File: src/rtl/cdb_arbiter_pkg.sv
// Shared definitions for the common data bus: widths, source indices and station tags.
// Tag value zero is reserved to mean "no result" everywhere on the bus.
package cdb_arbiter_pkg;

    localparam int TAG_W  = 8;
    localparam int DATA_W = 32;
    localparam int BUS_W  = TAG_W + DATA_W;

    typedef enum logic [1:0] {
        SRC_ADD  = 2'd0,
        SRC_MULT = 2'd1,
        SRC_LD   = 2'd2
    } src_e;

    // Reservation-station tags; NULL_TAG marks an empty bus slot.
    localparam logic [TAG_W-1:0] NULL_TAG = 8'd0;
    localparam logic [TAG_W-1:0] A0       = 8'd1;
    localparam logic [TAG_W-1:0] A1       = 8'd2;
    localparam logic [TAG_W-1:0] A2       = 8'd3;
    localparam logic [TAG_W-1:0] M0       = 8'd4;
    localparam logic [TAG_W-1:0] M1       = 8'd5;
    localparam logic [TAG_W-1:0] LD0      = 8'd6;
    localparam logic [TAG_W-1:0] LD1      = 8'd7;

    typedef struct packed {
        logic [TAG_W-1:0]  tag;
        logic [DATA_W-1:0] data;
    } cdb_res_t;

endpackage

File: src/rtl/cdb_src_fifo.sv
// Per-producer result FIFO; the caller guarantees no push when full and no pop when empty.
// Simultaneous push and pop advance both pointers and leave the count unchanged.
module cdb_src_fifo
    import cdb_arbiter_pkg::*;
#(
    parameter int DEPTH = 2
) (
    input  logic             clk,
    input  logic             rst_n,
    input  logic             i_push,
    input  logic             i_pop,
    input  logic [BUS_W-1:0] i_data,
    output logic [BUS_W-1:0] o_data,
    output logic             o_full,
    output logic             o_empty
);

    localparam int PTR_W = (DEPTH > 1) ? $clog2(DEPTH) : 1;
    localparam int CNT_W = $clog2(DEPTH + 1);

    logic [BUS_W-1:0] r_mem [DEPTH];
    logic [PTR_W-1:0] r_wrPtr;
    logic [PTR_W-1:0] r_rdPtr;
    logic [CNT_W-1:0] r_count;

    // Storage needs no reset; the count alone decides what is valid.
    always_ff @(posedge clk) begin
        if (i_push) begin
            r_mem[r_wrPtr] <= i_data;
        end
    end

    always_ff @(posedge clk or negedge rst_n) begin
        if (!rst_n) begin
            r_wrPtr <= '0;
            r_rdPtr <= '0;
            r_count <= '0;
        end else begin
            if (i_push) begin
                r_wrPtr <= r_wrPtr + 1'b1;
            end
            if (i_pop) begin
                r_rdPtr <= r_rdPtr + 1'b1;
            end
            case ({i_push, i_pop})
                2'b10:   r_count <= r_count + 1'b1;
                2'b01:   r_count <= r_count - 1'b1;
                default: r_count <= r_count;
            endcase
        end
    end

    assign o_data  = r_mem[r_rdPtr];
    assign o_full  = (r_count == CNT_W'(DEPTH));
    assign o_empty = (r_count == '0);

endmodule

File: src/rtl/cdb_arbiter.sv
// Round-robin arbiter sharing one registered common data bus among the result producers.
// Each producer feeds its own FIFO; one head result is broadcast per cycle.
module cdb_arbiter
    import cdb_arbiter_pkg::*;
#(
    parameter int NSRC  = 3,
    parameter int DEPTH = 2
) (
    input  logic                  clk,
    input  logic                  rst_n,
    input  logic [NSRC-1:0]       i_in_valid,
    input  logic [NSRC*BUS_W-1:0] i_in_res,
    output logic [NSRC-1:0]       o_in_ready,
    output logic [BUS_W-1:0]      o_cdb,
    output logic                  o_cdb_valid,
    output logic                  o_tag0_err
);

    localparam int IDX_W = (NSRC > 1) ? $clog2(NSRC) : 1;

    logic [NSRC-1:0]  w_push;
    logic [NSRC-1:0]  w_pop;
    logic [NSRC-1:0]  w_full;
    logic [NSRC-1:0]  w_empty;
    logic [NSRC-1:0]  w_tag0;
    logic [BUS_W-1:0] w_head [NSRC];
    logic [IDX_W-1:0] w_grantIdx;
    logic             w_grantValid;

    logic [IDX_W-1:0] r_rrLast;
    logic [BUS_W-1:0] r_cdb;
    logic             r_cdbValid;
    logic             r_tag0Err;

    // Readiness depends on the FIFO count only, so a full FIFO refuses even while popping.
    generate
        for (genvar g = 0; g < NSRC; g++) begin : g_src
            cdb_res_t w_res;
            assign w_res     = i_in_res[g*BUS_W +: BUS_W];
            assign w_push[g] = i_in_valid[g] && !w_full[g] && (w_res.tag != NULL_TAG);
            assign w_tag0[g] = i_in_valid[g] && !w_full[g] && (w_res.tag == NULL_TAG);

            cdb_src_fifo #(.DEPTH(DEPTH)) u_fifo (
                .clk     (clk),
                .rst_n   (rst_n),
                .i_push  (w_push[g]),
                .i_pop   (w_pop[g]),
                .i_data  (w_res),
                .o_data  (w_head[g]),
                .o_full  (w_full[g]),
                .o_empty (w_empty[g])
            );
        end
    endgenerate

    assign o_in_ready = ~w_full;

    // Scan from the source after the last grant, wrapping around, and take the first non-empty one.
    always_comb begin
        int               idx;
        logic [IDX_W-1:0] w_idx;
        w_grantValid = 1'b0;
        w_grantIdx   = r_rrLast;
        w_pop        = '0;
        idx          = 0;
        w_idx        = '0;
        for (int k = 1; k <= NSRC; k++) begin
            idx = int'(r_rrLast) + k;
            if (idx >= NSRC) begin
                idx = idx - NSRC;
            end
            w_idx = IDX_W'(idx);
            if (!w_grantValid && !w_empty[w_idx]) begin
                w_grantValid = 1'b1;
                w_grantIdx   = w_idx;
            end
        end
        if (w_grantValid) begin
            w_pop[w_grantIdx] = 1'b1;
        end
    end

    always_ff @(posedge clk or negedge rst_n) begin
        if (!rst_n) begin
            r_cdb      <= '0;
            r_cdbValid <= 1'b0;
            r_rrLast   <= IDX_W'(NSRC - 1);
            r_tag0Err  <= 1'b0;
        end else begin
            if (w_grantValid) begin
                r_cdb      <= w_head[w_grantIdx];
                r_cdbValid <= 1'b1;
                r_rrLast   <= w_grantIdx;
            end else begin
                r_cdb      <= '0;
                r_cdbValid <= 1'b0;
            end
            r_tag0Err <= r_tag0Err | (|w_tag0);
        end
    end

    assign o_cdb       = r_cdb;
    assign o_cdb_valid = r_cdbValid;
    assign o_tag0_err  = r_tag0Err;

endmodule

File: config.mk
export PLATFORM = sky130hd
export DESIGN_NAME = cdb_arbiter
export DESIGN_NICKNAME = d
export VERILOG_FILES = /design/src/rtl/cdb_arbiter_pkg.sv /design/src/rtl/cdb_src_fifo.sv /design/src/rtl/cdb_arbiter.sv
export SDC_FILE = /design/constraint.sdc
export NUM_CORES = 1
export LEC_CHECK = 0
export ABC_AREA = 1
export CORE_MARGIN = 4
export CORE_UTILIZATION = 39
export DETAILED_ROUTE_END_ITERATION = 10
export GPL_TIMING_DRIVEN = 1
export SYNTH_ARGS = -nofsm -noshare
export SYNTH_HDL_FRONTEND = slang
export SYNTH_SLANG_ARGS = --single-unit
File: constraint.sdc
create_clock -name clk -period 2.8 [get_ports clk]
set_input_delay 0.84 -clock clk [delete_from_list [all_inputs] [get_ports clk]]
set_output_delay 0.84 -clock clk [all_outputs]
set_load 0.01 [all_outputs]
# Yosys cells after proc, flatten, opt, wreduce, memory -nomap -nowiden
# Memory sizes are Yosys's and may differ from the RTL's.
# Index checks and enable logic that the tools add are counted.
op_classes:
  eq_ne: 9
  muxes: 32
  n_reduce_logical: 31
  n_bitwise: 3
  addsub: 18
  magnitude_cmp: 9
op_table:
  columns: ["operator", "n"]
  rows:
  - ["$mux W40", 3]
  - ["$bmux W40 S2", 1]
  - ["$logic_not A8 Y1", 3]
  - ["$reduce_bool A8 Y1", 3]
  - ["$mux W1", 14]
  - ["$eq A2 B2 Y1 const B", 6]
  - ["$logic_and A1 B1 Y1", 12]
  - ["$lt A2 B3 Y1 const B", 4]
  - ["$mux W2", 6]
  - ["$pmux W2 S2", 3]
  - ["$ge A3 B2 Y1 const B", 3]
  - ["$add A1 B1 Y1 const B", 6]
  - ["$add A2 B1 Y2 const B", 3]
  - ["$add A2 B2 Y3 const B", 2]
  - ["$bmux W1 S2", 3]
  - ["$eq A2 B1 Y1 const B", 3]
  - ["$logic_not A1 Y1", 6]
  - ["$logic_not A2 Y1", 3]
  - ["$reduce_bool A2 Y1", 3]
  - ["$sub A2 B1 Y2 const B", 3]
  - ["$sub A2 B2 Y2 const B", 3]
  - ["$add A2 B1 Y3 const B", 1]
  - ["$ge A3 B3 Y1 const B", 1]
  - ["$mux W3", 1]
  - ["6 further kinds", 6]
totals:
  out_inout_bits: 45
  word_cells: 118
  mem_count: 3
  in_bits: 125
  ram_bits: 240
  register_bits: 56
mem_list:
  columns: ["name", "words", "word_bits", "rd", "rd_clocked_by_memory_dff", "wr", "line_no", "text"]
  rows:
  - ["g_src[0].u_fifo.r_mem", 2, 40, 1, 0, 1, "cdb_src_fifo.sv:21", "logic [BUS_W-1:0] r_mem [DEPTH];"]
  - ["g_src[1].u_fifo.r_mem", 2, 40, 1, 0, 1, "cdb_src_fifo.sv:21", null]
  - ["g_src[2].u_fifo.r_mem", 2, 40, 1, 0, 1, "cdb_src_fifo.sv:21", null]

# Depth between registers and ports, before layout
logic_depth:
  depth_word: 18
  depth_mapped: 18
  ltp_nobuf: 17

# Cells and area by module
# A second synthesis with hierarchy kept.
unflattened:
  cells_unflattened: 1109
  area_unflattened_um2: 12979.9
by_module_without_submodules:
  columns: ["mod", "seq_area_each_um2", "instances", "area_per_inst_um2", "cells_per_inst"]
  rows:
  - ["cdb_src_fifo", 2502.4, 3, 3357.0, 233]
  - ["cdb_arbiter", 1102.3, 1, 2909.0, 410]

# Worst setup path before layout
# Ideal clock, no wire load.
synth_path:
  path_type: "input to register"
  startpoint: "in i_in_valid[1]"
  endpoint: "mem g_src[1].u_fifo.r_mem[1][0] (netlist name) (enable)"
  setup_time_ps: 439
  stages: 3
  path_slack_ps: -598
  arrival_ps: 2959
  n_path_buf: 0
  required_ps: 2361
  cell_sequence: "a21boi_0 nand2_1 nor2_1"
synth_via:
  elab_chain_len: 4
synth_lines:
  columns: ["element", "line_no", "text"]
  rows:
  - ["start: declaration", "cdb_arbiter.sv:11", "input logic [NSRC-1:0] i_in_valid,"]
  - ["$logic_and A1 B1 Y1 (2 in a row)", "cdb_arbiter.sv:40", "assign w_push[g] = i_in_valid[g] && !w_full[g] && (w_res.tag != NULL_TAG);"]
  - ["$mux W1", "cdb_src_fifo.sv:28", "if (i_push) begin"]
  - ["$mux W1 (implied by the code)", "cdb_src_fifo.sv:29", "r_mem[r_wrPtr] <= i_data;"]
  - ["end: declaration", "cdb_src_fifo.sv:21", null]
# No other way between the ends.

# Final worst setup path
layout_path:
  startpoint: "reg r_rrLast[1]"
  endpoint: "reg g_src[2].u_fifo.r_count[1]"
layout_via:
  elab_chain_len: 18
  elab_cells_between_ends: 39
  cone_classes: "add/sub (6); order compare (5); eq/ne (2); mux (19); reduce/logical (7)"
layout_lines:
  columns: ["element", "line_no", "text"]
  rows:
  - ["start: declaration", "cdb_arbiter.sv:30", "logic [IDX_W-1:0] r_rrLast;"]
  - ["start signal: assignment", "cdb_arbiter.sv:87", "r_rrLast <= IDX_W'(NSRC - 1);"]
  - ["start signal: assignment", "cdb_arbiter.sv:93", "r_rrLast <= w_grantIdx;"]
  - ["$add A2 B2 Y3", "cdb_arbiter.sv:68", "idx = int'(r_rrLast) + k;"]
  - ["$ge A3 B2 Y1 / $sub A2 B2 Y2 (equally long branches)", "cdb_arbiter.sv:69, cdb_arbiter.sv:70", null]
  - ["$mux W2", "cdb_arbiter.sv:69", "if (idx >= NSRC) begin"]
  - ["$bmux W1 S2", "cdb_arbiter.sv:73", "if (!w_grantValid && !w_empty[w_idx]) begin"]
  - ["$mux W1 (implied by the code)", "cdb_arbiter.sv:73", null]
  - ["$logic_not A1 Y1", "cdb_arbiter.sv:73", null]
  - ["$logic_and A1 B1 Y1", "cdb_arbiter.sv:73", null]
  - ["$mux W1", "cdb_arbiter.sv:73", null]
  - ["[... 3 more ...]", null, null]
  - ["$lt A2 B3 Y1 (implied by the code) / $ge A2 B1 Y1 (equally long branches)", "cdb_arbiter.sv:79", "w_pop[w_grantIdx] = 1'b1;"]
  - ["$logic_and A1 B1 Y1 (implied by the code)", "cdb_arbiter.sv:79", null]
  - ["$mux W1 (implied by the code)", "cdb_arbiter.sv:79", null]
  - ["$demux W1 S2", "cdb_arbiter.sv:79", null]
  - ["$mux W3 (*)", "cdb_arbiter.sv:78", "if (w_grantValid) begin"]
  - ["via g_src[2].u_fifo.i_pop", "cdb_src_fifo.sv:11", "input logic i_pop,"]
  - ["$eq A2 B1 Y1 / $eq A2 B2 Y1 (equally long branches)", "cdb_src_fifo.sv:45", "case ({i_push, i_pop})"]
  - ["$pmux W2 S2 / $reduce_bool A2 Y1 (equally long branches)", null, null]
  - ["end signal: assignment", "cdb_src_fifo.sv:46", "2'b10: r_count <= r_count + 1'b1;"]
  - ["end signal: assignment", "cdb_src_fifo.sv:47", "2'b01: r_count <= r_count - 1'b1;"]
  - ["end signal: assignment", "cdb_src_fifo.sv:48", "default: r_count <= r_count;"]
  - ["end: declaration", "cdb_src_fifo.sv:24", "logic [CNT_W-1:0] r_count;"]
# Mark *: on every way through the listed nets, which the timed path passes. The rest lies on a longest branch. The select of a mux whose other input is x is not followed.
# A chain may end at the register's enable or synchronous reset.

==> flow_summary_export.csv <==
group,metric,value,unit
run_status,outcome,"finished, final reports clean",
sta,finalSetupViolations,0,
global_route,grt_pass1_vias,7985,
critical_path,cpMaxStageDelayCell,"dfstp_2",
layout,multi_input_area,2990,um^2
yosys,synthCells,1037,
pwr,p_seq_share,31.8,%
layout,mostFrequentLayoutCells,"479 x nand2_1, 240 x edfxtp_1, 168 x clkdlybuf4s50_1, 55 x inv_1, 54 x dfrtp_1",
layout,drive_gt1_share,10.1,%
critical_path,crit_arrival,3.15,ns
clocking,cts_sinks,296,
floorplanning,die_w,183,um
sta,hold_viol_final,0,
pwr,internal_power,0.0123,W
routing,drc,0,
floorplanning,rows,63,
routing,totalWireLength,29.5,mm
routing,vias,7815,
clocking,clock_path_buffers,3,
critical_path,end_kind,"flop",
clocking,path_clk_slew,0.06,ns
placement,io_buffer_count,169,
placement,placed_cell_area,14500,um^2
layout,areaGrowthSynthToFinish,30.1,%
layout,regArea,8610,um^2
critical_path,r2r-start,"r_rrLast[1]",
floorplanning,initial_core_util,39.9,%
sta,fmax,367,MHz
critical_path,crit_type,"reg2reg",
clocking,h-tree-depth,1,
pwr,p_comb_share,50.2,%
pwr,powerDensity,1360,nW/um^2
global_route,grt_use_total,17.1,%
layout,fin_area,15600,um^2
pwr,switchingPower,0.00880,W
placement,dpl.hpwl,19.9,mm
pwr,switching_share,41.6,%
floorplanning,core,30000,um^2
pwr,power_leakage,6.36,nW
yosys,synth_seq_cells,296,
critical_path,r2r_slack,0.08,ns
global_route,grt_max_degree,62,
clocking,cts-hold-fix-buffers,0,
sta,finalCritPeriodShare,97.2,%
sta,tightest_slew,1.23,ns
floorplanning,io_pins,170,
routing,dr.pass1.iters,4,
sta,post-route-min-period,2.72,ns
sta,rsz0062_at_grt,"yes",
yosys,synth_area_per_cell,11.5,um^2
placement,pre_cts_slack,-0.222,ns
critical_path,r2r_cells,15,
layout,layout_commonest_cell,"nand2_1",
yosys,ys_seq_area_share,72.0,%
critical_path,worstPathCellList,"inv_2 > ha_4 > buf_2 > nand2_1 > nand2_2 > nand2_2 > nand2_4 > nand3_1 > nand3_4 > nand2_1 > nor2_4 > ha_1 > a21oi_1 > o21ai_0 > xnor2_1",
layout,n_fill_cell,2699,
sta,setup_slack,0.0776,ns
critical_path,r2r_end,"g_src[2].u_fifo.r_count[1]",
placement,place.gp.congestion,0.789,
critical_path,cp-start-kind,"flop",
pwr,peakVddDrop,0.876,mV
min_path,holdCritPathClass,"in2async",
yosys,syn-num-nets,1168,
yosys,synth_area_leaders,"edfxtp_1 60%, nand2_1 15%, dfrtp_1 12%, mux2i_1 3.3%, inv_1 1.8%",
yosys,syn_area,12000,um^2
run,drv_cap,0,
clocking,root_buffer,"clkbuf_16",
sta,slew_viol_final,0,
floorplanning,die_y,183,um
routing,ant_nets,0,
sta,relSlewSlack,17.8,%
layout,nets,1376,
global_route,antenna_found_initial,2,
clocking,clock_latency,0.57,ns
global_route,grt_pass1_wl,44.2,mm
yosys,yosysWarningCount,0,
sta,clock_skew,0.0235,ns
yosys,synth_top_area_share,60.3,%
critical_path,slowest_delay,0.56,ns
routing,wire_per_inst,17.8,um
global_route,grt.overflow.total,0,
clocking,cts_buffers,31,
routing,vias_per_cell,4.70,
yosys,ys_types,30,
yosys,yosysTopAreaCell,"edfxtp_1",
clocking,tritoncts,"done",
routing,dr.first_iter.drc_count,493,
pwr,power_frac_clock,18.0,%
critical_path,cp_max_fo,7,
floorplanning,die-area,33500,um^2
critical_path,critPathRequiredTime,3.23,ns
critical path: cells and delay by family, from the launching register on:
family | cells | cell delay, ns
DFF | 1 | 0.56
adders and majority gates | 2 | 0.56
AOI/OAI and AO/OA | 2 | 0.23
buffers and inverters | 2 | 0.20
xor gates and xnor gates | 1 | 0.14
and+or+nand+nor | 8 | 0.90
how the worst max path moves through the flow:
stage,start,to,slack (ns),depth (start not counted)
CTS,r_rrLast[1],g_src[2].u_fifo.r_count[1],0.09,16
finish,r_rrLast[1],g_src[2].u_fifo.r_count[1],0.08,15
global placement,i_in_res[117],g_src[2].u_fifo.r_mem[0][18],-0.18,5
detailed placement,i_in_res[117],g_src[2].u_fifo.r_mem[0][24],-0.22,5
floorplan,i_in_valid[0],g_src[0].u_fifo.r_mem[0][0],-0.53,3
global route,r_rrLast[1],g_src[2].u_fifo.r_count[1],-0.05,15
registers in the layout, summed over array words and instances, names as in the netlist:
signal	flops
g_src.u_fifo.r_count	6
g_src.u_fifo.r_mem	240
g_src.u_fifo.r_rdPtr	3
g_src.u_fifo.r_wrPtr	3
o_cdb	40
o_cdb_valid	1
o_tag0_err	1
r_rrLast	2
routing by layer:
layer  track usage (%)  part of all wire [%]  vias up
li1                  -                     -     3848
met1              21.1                    40     3694
met2              30.6                    51      210
met3              3.23                   5.3       63
met4              5.21                   3.2        0
met5                 0                     0        -
power by group through the flow:
stage          Sequential [W]  Combinational [W]  Clock (W)
2_1_floorplan         0.00683            0.00643          0
3_3_place_gp          0.00679             0.0103          0
3_5_place_dp          0.00681             0.0104          0
4_1_cts               0.00673             0.0105    0.00386
5_1_grt               0.00684             0.0119    0.00404
6_report              0.00672             0.0106    0.00380
timing repair:
action | in CTS | in global routing
endpoints found under the setup margin | 2 | 3
endpoints found under the hold margin | 0 | 0
setup buffers | 0 | 7
gates resized for setup | 3 | 17
pin swaps | 0 | 4
kinds of logic (layout without fill, tap and decap cells):
logic type      after synthesis  in the layout  synth area share [%]
simple gates                525            525                  17.0
flops                       296            296                  72.0
buf+inv                     106            339                  3.86
compound gates               56             56                  2.55
mux                          40             40                  3.35
xor+xnor                      8              8                 0.586
fa+ha+maj                     6              6                 0.628
other cells                   0              3                     0
layout make-up:
cell class	count	area share [%]
tap	390	3.14
clock buffer	43	5.53
inverter	61	1.47
antenna	3	0.0482
multi-input combinational	635	19.2
timing repair buffer	220	14.7
sequential	296	55.3
clock inverter	15	0.515
stage by stage:
stage                     power [W]  setup TNS (ns)  cells  utilization [%]  hold slack (ns)
after floorplan              0.0133          -42.52   1037                -            0.487
after global placement       0.0171           -7.13   1595             48.4            0.506
after detailed placement     0.0172           -9.00   1595             48.4            0.516
after CTS                    0.0211               0   1653             51.6            0.293
after global routing         0.0228          -0.137   1662             51.9            0.321
final                        0.0211               0   1663             52.0            0.291
cells in the mapped netlist:
library cell    n
dfrtp_1        55
buf_6           3
a21oi_1         5
nand2_2         1
nor2_2          5
xor2_1          2
buf_4           7
o21ai_1        26
xnor2_1         6
o21ai_4         1
a41oi_1         1
ha_1            6
edfxtp_1      240
nand3_1        14
inv_2           4
o211ai_1        1
nor2_1         14
nor4_1          6
o21ai_0        19
a21boi_1        1
buf_2          12
nand4_1         2
mux2i_1        40
dfstp_2         1
nand2_1       481
inv_1          57
clkbuf_1       23
nand3_2         1
a21boi_0        2
nand2_4         1
No activity file was read; power rests on OpenSTA's default activity.
